[config.mk]
export PLATFORM = sky130hd
export DESIGN_NAME = reg_set_2r1w
export DESIGN_NICKNAME = d
export VERILOG_FILES = /design/src/rtl/reg_set_pkg.sv /design/src/rtl/reg_set_rd_port.sv /design/src/rtl/reg_set_2r1w.sv
export SDC_FILE = /design/constraint.sdc
export NUM_CORES = 1
export LEC_CHECK = 0
export ABC_AREA = 1
export CORE_MARGIN = 2
export CORE_UTILIZATION = 45
export DETAILED_ROUTE_END_ITERATION = 8
export PLACE_DENSITY = 0.77
export SKIP_CTS_REPAIR_TIMING = 1
export SYNTH_ARGS = -nofsm -noshare
export SYNTH_HDL_FRONTEND = slang
export SYNTH_SLANG_ARGS = --single-unit
[constraint.sdc]
create_clock -name clk -period 1.9 [get_ports clk]
set_input_delay 0.285 -clock clk [delete_from_list [all_inputs] [get_ports clk]]
set_output_delay 0.285 -clock clk [all_outputs]
set_load 0.005 [all_outputs]
[src/rtl/reg_set_pkg.sv]
// ============================================================================
// Module : reg_set_pkg
// Brief  : Shared constants and depth derivation for the 2R1W register set.
// Rev    : 1.0 - initial release
// ============================================================================
`default_nettype none

package reg_set_pkg;

    localparam int unsigned RS_N_DEFAULT = 8;
    localparam int unsigned RS_W_DEFAULT = 3;

    // Entry count for a given address width.
    function automatic int unsigned rs_depth(input int unsigned aw);
        return 32'd1 << aw;
    endfunction

    // Read result at the default width. The read port declares the same
    // layout sized by its own N, so non-default widths work too.
    typedef struct packed {
        logic [RS_N_DEFAULT-1:0] data;
        logic                    vld;
    } rd_result_t;

endpackage

`default_nettype wire

[src/rtl/reg_set_rd_port.sv]
// ============================================================================
// Module : reg_set_rd_port
// Brief  : One registered read port: entry select, optional write forwarding
//          (REG_SET_BYPASS_EN), clear/reset, output register.
// Rev    : 1.0 - initial release
// ============================================================================
`default_nettype none

module reg_set_rd_port
    import reg_set_pkg::*;
#(
    parameter int unsigned N = RS_N_DEFAULT,
    parameter int unsigned w = RS_W_DEFAULT
) (
    input  logic                   clk,
    input  logic                   rst_n,
    input  logic                   clr,
    input  logic [w-1:0]           rd_addr,
    input  logic [N-1:0]           mem [rs_depth(w)],
    input  logic [rs_depth(w)-1:0] flags,
`ifdef REG_SET_BYPASS_EN
    input  logic                   wen,
    input  logic [w-1:0]           wr_addr,
    input  logic [N-1:0]           wr_data,
`endif
    output logic [N-1:0]           q,
    output logic                   vld
);

    typedef struct packed {
        logic [N-1:0] data;
        logic         vld;
    } port_result_t;

    port_result_t rd_d;
    port_result_t rd_q;

    always_comb begin
        rd_d.data = mem[rd_addr];
        rd_d.vld  = flags[rd_addr];
`ifdef REG_SET_BYPASS_EN
        // Write-first: an effective write to the same entry wins.
        if (wen && (rd_addr == wr_addr)) begin
            rd_d.data = wr_data;
            rd_d.vld  = 1'b1;
        end
`endif
        if (clr) begin
            rd_d = '0;
        end
    end

    always_ff @(posedge clk) begin
        if (!rst_n) begin
            rd_q <= '0;
        end else begin
            rd_q <= rd_d;
        end
    end

    assign q   = rd_q.data;
    assign vld = rd_q.vld;

endmodule

`default_nettype wire

[src/rtl/reg_set_2r1w.sv]
// ============================================================================
// Module : reg_set_2r1w
// Brief  : 2**w x N register set, one write port, two registered read ports,
//          per-entry written flags, synchronous clear. Define REG_SET_BYPASS_EN
//          for write-first forwarding; default build is read-first.
// Rev    : 1.0 - initial release
// ============================================================================
`default_nettype none

module reg_set_2r1w
    import reg_set_pkg::*;
#(
    parameter int unsigned N = RS_N_DEFAULT,
    parameter int unsigned w = RS_W_DEFAULT
) (
    input  logic         clk,
    input  logic         rst_n,
    input  logic         wen,
    input  logic [w-1:0] Wr_addr,
    input  logic [N-1:0] d,
    input  logic         clr,
    input  logic [w-1:0] read_addr0,
    input  logic [w-1:0] read_addr1,
    output logic [N-1:0] q0,
    output logic [N-1:0] q1,
    output logic         q0_vld,
    output logic         q1_vld
);

    localparam int unsigned DEPTH = rs_depth(w);

    logic [N-1:0]     mem_q [DEPTH];
    logic [N-1:0]     mem_d [DEPTH];
    logic [DEPTH-1:0] flag_q;
    logic [DEPTH-1:0] flag_d;

    // Clear discards a concurrent write.
    always_comb begin
        mem_d  = mem_q;
        flag_d = flag_q;
        if (clr) begin
            for (int i = 0; i < int'(DEPTH); i++) begin
                mem_d[i] = '0;
            end
            flag_d = '0;
        end else if (wen) begin
            mem_d[Wr_addr]  = d;
            flag_d[Wr_addr] = 1'b1;
        end
    end

    always_ff @(posedge clk) begin
        if (!rst_n) begin
            for (int i = 0; i < int'(DEPTH); i++) begin
                mem_q[i] <= '0;
            end
            flag_q <= '0;
        end else begin
            mem_q  <= mem_d;
            flag_q <= flag_d;
        end
    end

    // Ports see pre-write storage; forwarding, if built, happens inside.
    reg_set_rd_port #(.N(N), .w(w)) u_rd_port0 (
        .clk     (clk),
        .rst_n   (rst_n),
        .clr     (clr),
        .rd_addr (read_addr0),
        .mem     (mem_q),
        .flags   (flag_q),
`ifdef REG_SET_BYPASS_EN
        .wen     (wen),
        .wr_addr (Wr_addr),
        .wr_data (d),
`endif
        .q       (q0),
        .vld     (q0_vld)
    );

    reg_set_rd_port #(.N(N), .w(w)) u_rd_port1 (
        .clk     (clk),
        .rst_n   (rst_n),
        .clr     (clr),
        .rd_addr (read_addr1),
        .mem     (mem_q),
        .flags   (flag_q),
`ifdef REG_SET_BYPASS_EN
        .wen     (wen),
        .wr_addr (Wr_addr),
        .wr_data (d),
`endif
        .q       (q1),
        .vld     (q1_vld)
    );

endmodule

`default_nettype wire
==> results of run 1 <==
routing by layer:
layer	vias to the layer above	track usage, %	part of all wire (%)
met5	-	0	0
li1	2176	-	-
met1	1930	29.28	42
met2	234	38.60	47
met3	28	5.035	8.9
met4	0	10.81	2.2
worst max path at each step:
stage | startpoint | to | slack, ns | cells after the start
floorplan | read_addr1[0] | u_rd_port1.q[6] | 0.87 | 8
global placement | Wr_addr[0] | mem_q[35] | 0.26 | 7
detailed placement | Wr_addr[2] | mem_q[25] | 0.25 | 7
CTS | u_rd_port0.q[2] | q0[2] | 0.37 | 1
global route | u_rd_port0.q[2] | q0[2] | 0.35 | 1
finish | u_rd_port0.q[2] | q0[2] | 0.38 | 1
logic make-up (layout without fill, tap and decap cells):
family	count (synthesis)	after routing	share of synthesized area, %
and+or+nand+nor	321	321	29.89
buffers and inverters	124	154	14.20
DFF	90	90	40.34
AOI/OAI and AO/OA	136	136	15.57
flip-flops by register name, summed over array words and instances, names as in the netlist:
name            count
mem_q              64
flag_q              8
u_rd_port0.q        8
u_rd_port1.q        8
u_rd_port0.vld      1
u_rd_port1.vld      1
placed cells by master (no fill, tap or decap):
| cell type | count |
|---|---|
| o21ai_1 | 1 |
| nand3_1 | 90 |
| inv_4 | 2 |
| a21oi_1 | 72 |
| nor2_4 | 2 |
| clkdlybuf4s50_1 | 38 |
| clkinvlp_4 | 1 |
| buf_12 | 2 |
| dfxtp_1 | 90 |
| clkbuf_1 | 2 |
| nand2_1 | 187 |
| nor2_1 | 39 |
| bufinv_16 | 3 |
| o21ai_2 | 4 |
| inv_2 | 3 |
| nand2_2 | 3 |
| buf_4 | 15 |
| inv_1 | 78 |
| clkinv_2 | 1 |
| clkbuf_8 | 9 |
| o21ai_0 | 59 |
final cells by class:
| type | instances | area (µm²) |
|---|---|---|
| fill | 932 | 4597 |
| multi-input combinational | 457 | 2036 |
| clock buffer | 11 | 131.4 |
| inverter | 83 | 316.6 |
| clock inverter | 5 | 102.6 |
| sequential | 90 | 1802 |
| tap | 133 | 166.4 |
| timing repair buffer | 55 | 533.0 |
power groups by stage:
stage	Sequential [mW]	Clock (mW)	Combinational [mW]
6_report	1.93	1.55	0.544
5_1_grt	1.94	1.64	0.604
4_1_cts	1.93	1.56	0.535
3_5_place_dp	1.98	0	0.532
3_3_place_gp	1.98	0	0.523
2_1_floorplan	1.98	0	0.357
==> impl_metrics.csv, run 1 <==
group,metric,value,unit
grt,grt_pass1_wl,20210,µm
synthesis,yosysMostFrequentCell,"nand2_1",
floorplanning,pin_count,39,
detailed_routing,wl,12310,µm
detailed_routing,vias,4368,
finish,antenna_cells,0,
worst_setup_path,path_max_fanout,1,
synthesis,yosysTopAreaCell,"dfxtp_1",
timing,setup_ws,0.3847,ns
power_and_ir_drop,p_sw,1.026,mW
power_and_ir_drop,seq_power_share,48.0,%
grt,grt-ovfl-total,0,
detailed_routing,ant_nets,0,
clock_network,path_clk_slew,0.09,ns
timing,relSlewSlack,71.95,%
finish,fin_util,52.53,%
power_and_ir_drop,p_leak,2.217,nW
clock_network,root_buffer,"clkbuf_8",
clock_network,clk_latency,0.37,ns
power_and_ir_drop,combinationalPowerShare,13.5,%
timing,setup_viol,0,
power_and_ir_drop,p_int,3.001,mW
synthesis,synth_cell_types,19,
finish,layout-drive-gt1-share,6.419,%
synthesis,synthCells,671,
timing,fin_skew,0.01035,ns
finish,finalNetCount,717,
floorplanning,die_x,103.6,µm
worst_setup_path,r2r-end,"u_rd_port0.q[2]",
worst_setup_path,worst-path-buf-inv,1,
power_and_ir_drop,clkPwrFrac,38.5,%
power_and_ir_drop,irDropWorstVdd,0.4351,mV
power_and_ir_drop,p_sw_share,25.48,%
clock_network,cts_max_level,3,
worst_setup_path,worstSetupPathType,"flip-flop to output pin",
finish,stdcell_count,834,
status,outcome,"completed",
floorplanning,die_area,0.01074,mm²
clock_network,cts_tree,"done",
timing,rsz0062_at_grt,"false",
worst_setup_path,end_kind,"output pin",
placed_design,dp_hpwl,7818,µm
timing,finalWorstPathRequiredPeriod,1.515,ns
synthesis,avgSynthCellArea,6.657,µm²
worst_setup_path,crit_family,"buffers and inverters",
hold_path,whs_endpoint,"mem_q[40]",
placed_design,dpl_worst_slack,0.2529,ns
worst_setup_path,worstSetupStartpointType,"flip-flop",
timing,setup_tns,0,ns
placed_design,dp.cells,818,
flow_run,maxCapViolCount,0,
synthesis,syn_nets,692,
detailed_routing,drt_iter0_markers,406,
synthesis,ys_seq_elements,90,
synthesis,yosys-top-cells-count,"nand2_1 (187), dfxtp_1 (90), nand3_1 (90)",
worst_setup_path,cp_cell_sequence,"clkdlybuf4s50_1",
floorplanning,initial_core_util,46.12,%
clock_network,cts.path.max_buffers,2,
detailed_routing,drc_errors,0,
hold_path,min_from,"mem_q[40]",
floorplanning,die_h,103.6,µm
worst_setup_path,cpPeakStageDelay,0.52,ns
clock_network,cts_sinks,90,
worst_setup_path,r2r_setup_slack,1.02,ns
timing,drv_slew,0,
timing,worst_pin_slew,0.4201,ns
synthesis,yosysWarnings,0,
synthesis,synth_top_cell_area_share,40.34,%
power_and_ir_drop,fin_total_pwr,4.028,mW
placed_design,place_area,0.004853,mm²
worst_setup_path,reg2reg_from,"mem_q[26]",
grt,grt_antenna_before_repair,0,
floorplanning,coreArea,0.009684,mm²
synthesis,syn_area,0.004467,mm²
finish,syn_to_final_growth,13.89,%
synthesis,synth_area_leaders,"dfxtp_1 (40%), nand2_1 (16%), nand3_1 (10%), a21oi_1 (8.1%), o21ai_0 (6.6%)",
timing,fmax,660.0,MHz
worst_setup_path,worst_ep_arrival_time,1.23,ns
grt,grt_pass1_vias,4129,
synthesis,ys.flop_type,"dfxtp_1",
worst_setup_path,reg2regPathDepth,6,
timing,min_period_over_period,79.75,%
timing,fin_hold_ws,0.4805,ns
timing,hold_viol,0,
placed_design,io_buffers,38,
finish,fin_area,0.005087,mm²
worst_setup_path,slowest_stage,"clkdlybuf4s50_1",
power_and_ir_drop,powerDensity,791.7,mW/mm²
hold_path,whs_path_depth,2,
detailed_routing,vias_per_cell,5.237,
synthesis,yosysSeqAreaShare,40.34,%
worst_setup_path,critPathRequiredTime,1.62,ns
synthesis,synthArstFlopShare,0,%
floorplanning,rows,36,
grt,grt_max_degree,47,
detailed_routing,first_pass_iters,5,
detailed_routing,wl_per_cell,14.76,µm
clock_network,cts_buffers,9,
synthesis,synth_edf_count,0,
grt,track_usage,23.40,%
hold_path,hp-class,"flip-flop to flip-flop",
placed_design,gp_congestion,0.8753,
Note: power is estimated with default switching activity, not from simulation.
==> run 2: changes to the inputs <==
- clock period: 1.9 -> 1.4 ns (I/O delays scaled with it)
==> impl_metrics.csv, run 2 (same netlist as run 1, synthesis figures left out) <==
group,metric,value,unit
status,outcome,"completed",
clock_network,cts_sinks,90,
placed_design,dp_hpwl,8154,µm
timing,fin_hold_ws,0.4799,ns
clock_network,cts.path.max_buffers,2,
placed_design,dpl_worst_slack,-0.1954,ns
timing,fmax,724.1,MHz
grt,grt_pass1_wl,20600,µm
floorplanning,die_area,0.01074,mm²
worst_setup_path,worst-path-buf-inv,1,
worst_setup_path,crit_family,"buffers and inverters",
detailed_routing,drc_errors,0,
power_and_ir_drop,p_leak,2.631,nW
grt,track_usage,23.82,%
timing,drv_slew,0,
grt,grt_pass1_vias,4172,
clock_network,cts_buffers,9,
finish,largest_register_ffs,64,
detailed_routing,wl,12660,µm
power_and_ir_drop,fin_total_pwr,5.437,mW
finish,finalNetCount,732,
detailed_routing,first_pass_iters,6,
worst_setup_path,worstSetupPathType,"flip-flop to output pin",
finish,n_fill_cell,912,
grt,grt-ovfl-total,0,
floorplanning,initial_core_util,46.12,%
floorplanning,die_h,103.6,µm
grt,grt_max_degree,56,
detailed_routing,drt_iter0_markers,398,
timing,finalWorstPathRequiredPeriod,1.381,ns
worst_setup_path,critPathRequiredTime,1.19,ns
worst_setup_path,end_kind,"output pin",
finish,top_register,"mem_q",
grt,grt_antenna_before_repair,0,
detailed_routing,ant_nets,0,
finish,antenna_cells,0,
worst_setup_path,cpPeakStageDelay,0.49,ns
floorplanning,rows,36,
timing,setup_viol,0,
timing,relSlewSlack,69.96,%
clock_network,root_buffer,"clkbuf_8",
timing,rsz0062_at_grt,"false",
worst_setup_path,worst_ep_arrival_time,1.17,ns
floorplanning,coreArea,0.009684,mm²
finish,syn_to_final_growth,20.34,%
flow_run,maxCapViolCount,0,
timing,setup_ws,0.01891,ns
finish,layout_common_cells,"nand2_1 (187), nand3_1 (90), dfxtp_1 (88)",
timing,hold_viol,0,
worst_setup_path,worstSetupStartpointType,"flip-flop",
detailed_routing,vias,4479,
clock_network,path_clk_slew,0.10,ns
finish,layout-drive-gt1-share,8.939,%
worst_setup_path,cp_cell_sequence,"clkdlybuf4s50_1",
hold_path,hp-class,"flip-flop to flip-flop",
detailed_routing,wl_per_cell,14.91,µm
placed_design,io_buffers,38,
finish,final_common_cell,"nand2_1",
clock_network,cts_tree,"done",
power_and_ir_drop,powerDensity,1012,mW/mm²
clock_network,cts_max_level,3,
floorplanning,pin_count,39,
floorplanning,die_x,103.6,µm
timing,worst_pin_slew,0.4491,ns
worst_setup_path,slowest_stage,"clkdlybuf4s50_1",
placed_design,gp_congestion,0.8712,
detailed_routing,vias_per_cell,5.276,
timing,fin_skew,0.009672,ns
worst_setup_path,path_max_fanout,1,
timing,min_period_over_period,98.65,%
power_and_ir_drop,irDropWorstVdd,0.4390,mV
clock_network,clk_latency,0.36,ns
## run 2: cell count changes in the layout (fill, tap and decap cells not counted), sizes merged
cell           before  now
buf                17   32
bufinv              3    2
clkbuf             11   10
clkdlybuf4s50      38   21
clkinvlp            1    2
dlymetal6s2s        0   17
inv                83   84
## run 2: per-layer routing
layer / share of wire, % / track usage [%] / routed length, µm / up-vias
met5: 0 / 0 / 0 / -
met4: 3.3 / 11.39 / 420 / 0
met3: 8.3 / 3.839 / 1047 / 44
met2: 47 / 39.59 / 5918 / 220
met1: 42 / 30.21 / 5271 / 2002
li1: - / - / - / 2213
## run 2: cell type report
cell class	instances	area [µm²]	share of cell area, %
timing repair buffer	70	825.8	15.36
multi-input combinational	457	2036	37.87
sequential	90	1804	33.57
clock buffer	10	137.6	2.561
clock inverter	6	88.84	1.653
inverter	83	316.6	5.889
tap	133	166.4	3.096
## run 2: stage by stage
step	cells	util [%]	setup TNS [ns]	cell area [µm²]
after floorplan	671	-	0	4467
after detailed placement	833	52.70	-7.842	5104
after global placement	833	52.70	-5.809	5104
final	849	55.50	0	5375
after global routing	849	55.50	0	5375
after CTS	849	55.04	-0.1866	5330
## run 2: final timing paths
check / slack (ns) / start / end / cells after the start
worst max-delay path: 0.02 / u_rd_port1.q[3] / q1[3] / 1
worst min-delay path: 0.48 / mem_q[37] / mem_q[37] / 2
worst max register to register: 0.51 / mem_q[0] / u_rd_port0.q[0] / 6
worst min register to register: 0.48 / mem_q[37] / mem_q[37] / 2
## run 2: report_power, final
group          internal [mW]  switching, mW
Sequential              2.61         0.0133
Clock                   1.06          0.960
Combinational          0.326          0.470
==> run 3: changes to the inputs <==
- ABC_AREA: 1 -> default
- PLACE_DENSITY: 0.77 -> 0.72
==> impl_metrics.csv, run 3 <==
group,metric,value,unit
placed_design,gp_congestion,0.8158,
finish,fin_util,56.05,%
clock_network,cts_max_level,3,
worst_setup_path,worst-path-buf-inv,1,
floorplanning,die_area,0.01058,mm²
worst_setup_path,crit_family,"buffers and inverters",
hold_path,hp-class,"flip-flop to flip-flop",
worst_setup_path,r2r_setup_slack,0.41,ns
synthesis,syn_nets,487,
finish,stdcell_count,651,
finish,top_register,"mem_q",
detailed_routing,ant_nets,0,
power_and_ir_drop,p_leak,2.288,nW
floorplanning,pin_count,39,
synthesis,synth_top_family_by_area,"multiplexers",
grt,grt_antenna_before_repair,0,
detailed_routing,vias_per_cell,5.551,
synthesis,syn_area,0.004399,mm²
finish,layout-drive-gt1-share,16.80,%
timing,setup_viol,0,
synthesis,synth_area_leaders,"dfxtp_1 (41%), mux2i_1 (22%), a22o_1 (7.2%), nand2_1 (6.8%), a21oi_1 (4.6%)",
worst_setup_path,cpPeakStageDelay,0.49,ns
synthesis,ys_seq_elements,90,
power_and_ir_drop,p_sw_share,24.28,%
clock_network,path_clk_slew,0.09,ns
finish,multi_input_area,0.002322,mm²
synthesis,synthArstFlopShare,0,%
worst_setup_path,critPathRequiredTime,1.19,ns
floorplanning,die_x,102.9,µm
worst_setup_path,end_kind,"output pin",
worst_setup_path,crit_cells,1,
worst_setup_path,slowest_stage,"clkdlybuf4s50_1",
synthesis,yosys-top-cells-count,"mux2i_1 (96), dfxtp_1 (90), nand2_1 (80)",
synthesis,synth_cell_types,25,
synthesis,ys.flop_type,"dfxtp_1",
timing,rsz0062_at_grt,"false",
clock_network,root_buffer,"clkbuf_8",
placed_design,dp_hpwl,7862,µm
power_and_ir_drop,seq_power_share,48.1,%
synthesis,synth_edf_count,0,
power_and_ir_drop,powerDensity,1008,mW/mm²
finish,largest_register_ffs,64,
flow_run,maxCapViolCount,0,
worst_setup_path,worstSetupPathType,"flip-flop to output pin",
floorplanning,die_h,102.9,µm
grt,grt_max_degree,30,
timing,fmax,727.2,MHz
detailed_routing,vias,3614,
placed_design,dp.cells,635,
power_and_ir_drop,p_int,4.123,mW
synthesis,yosysWarnings,0,
synthesis,synth_top_cell_area_share,40.96,%
worst_setup_path,crit_path_start,"u_rd_port1.q[1]",
detailed_routing,wl_per_cell,17.79,µm
power_and_ir_drop,fin_total_pwr,5.445,mW
grt,grt-ovfl-total,0,
synthesis,synth_compound_area_share,11.72,%
timing,fin_skew,0.01178,ns
power_and_ir_drop,irDropWorstVdd,0.6612,mV
worst_setup_path,worstSetupStartpointType,"flip-flop",
timing,drv_slew,0,
clock_network,cts.path.max_buffers,2,
finish,seqCellArea,0.001804,mm²
synthesis,synthMuxAreaShare,21.84,%
worst_setup_path,cp_cell_sequence,"clkdlybuf4s50_1",
floorplanning,rows,36,
timing,fin_hold_ws,0.4745,ns
synthesis,synth_xor_area_share,0,%
floorplanning,coreArea,0.009639,mm²
finish,n_fill_cell,845,
detailed_routing,drc_errors,0,
worst_setup_path,worst_ep_arrival_time,1.17,ns
floorplanning,initial_core_util,45.64,%
worst_setup_path,reg2regPathDepth,3,
timing,finalWorstPathRequiredPeriod,1.375,ns
synthesis,yosysTopAreaCell,"dfxtp_1",
synthesis,synthAdderAreaFrac,0,%
timing,min_period_over_period,98.22,%
synthesis,avgSynthCellArea,9.440,µm²
detailed_routing,wl,11580,µm
status,outcome,"completed",
finish,layout_common_cells,"mux2i_1 (96), dfxtp_1 (88), nand2_1 (80)",
placed_design,io_buffers,38,
synthesis,synthCells,466,
grt,grt_pass1_wl,17980,µm
finish,final_common_cell,"mux2i_1",
synthesis,yosysSeqAreaShare,40.96,%
grt,track_usage,22.81,%
clock_network,cts_sinks,90,
timing,setup_tns,0,ns
finish,antenna_cells,0,
grt,grt_pass1_vias,3520,
clock_network,clk_latency,0.36,ns
finish,syn_to_final_growth,22.81,%
detailed_routing,drt_iter0_markers,189,
timing,relSlewSlack,60.01,%
power_and_ir_drop,clkPwrFrac,39.4,%
synthesis,yosysMostFrequentCell,"mux2i_1",
finish,finalNetCount,534,
timing,worst_pin_slew,0.5991,ns
clock_network,cts_tree,"done",
worst_setup_path,reg2reg_from,"mem_q[25]",
synthesis,synth_simple_gate_area_share,18.74,%
timing,hold_viol,0,
worst_setup_path,r2r-end,"u_rd_port1.q[1]",
clock_network,cts_buffers,9,
detailed_routing,first_pass_iters,5,
power_and_ir_drop,p_sw,1.322,mW
power_and_ir_drop,combinationalPowerShare,12.5,%
worst_setup_path,endpoint,"q1[1]",
worst_setup_path,path_max_fanout,1,
[run 3: worst min-delay path by stage]
stage          slack, ns  cells after the start        end      start
6_report            0.47                      2  mem_q[12]  mem_q[12]
4_1_cts             0.47                      2  mem_q[12]  mem_q[12]
2_1_floorplan       0.45                      2  mem_q[16]  mem_q[16]
5_1_grt             0.49                      2  mem_q[16]  mem_q[16]
3_5_place_dp        0.46                      2  mem_q[12]  mem_q[12]
3_3_place_gp        0.45                      2   mem_q[2]   mem_q[2]
[run 3: worst reg2reg max path, delay by kind of cell (launching register included)]
kind / cells / cell delay, ns
DFF: 1 / 0.38
AOI/OAI and AO/OA: 1 / 0.25
and+or+nand+nor: 1 / 0.16
muxes: 1 / 0.11
[run 3: layout make-up]
type,count,area share (%)
Multi-Input combinational cell,332,42.98
Sequential cell,90,33.40
Timing Repair Buffer,80,16.07
Tap cell,133,3.080
Clock buffer,10,2.362
Clock inverter,6,2.107
[run 3: power groups by stage]
| stage | combinational, mW | clock (mW) | sequential [mW] |
|---|---|---|---|
| after floorplan | 0.418 | 0 | 2.68 |
| after global placement | 0.669 | 0 | 2.68 |
| after detailed placement | 0.677 | 0 | 2.68 |
| after CTS | 0.681 | 2.17 | 2.62 |
| after global routing | 0.725 | 2.26 | 2.62 |
| final | 0.683 | 2.14 | 2.62 |
[run 3: kinds of logic after synthesis]
kind of cell	Yosys count
AND/OR/NAND/NOR	160
multiplexers	96
flip-flops	90
AO/OA/AOI/OAI	76
buffers and inverters	44
[run 3: per-layer routing]
| layer | global-route usage (%) | vias to the layer above | part of all wire (%) |
|---|---|---|---|
| li1 | - | 1717 | - |
| met1 | 29.99 | 1721 | 44 |
| met2 | 35.85 | 140 | 46 |
| met3 | 4.339 | 36 | 6.6 |
| met4 | 11.64 | 0 | 3.2 |
| met5 | 0 | - | 0 |
[run 3: metrics by stage]
stage	area, µm²	setup WS [ns]
after floorplan	4399	0.2902
after global placement	5100	-0.4696
after detailed placement	5100	-0.4673
after CTS	5341	-0.09263
after global routing	5403	0.0008219
final	5403	0.02488
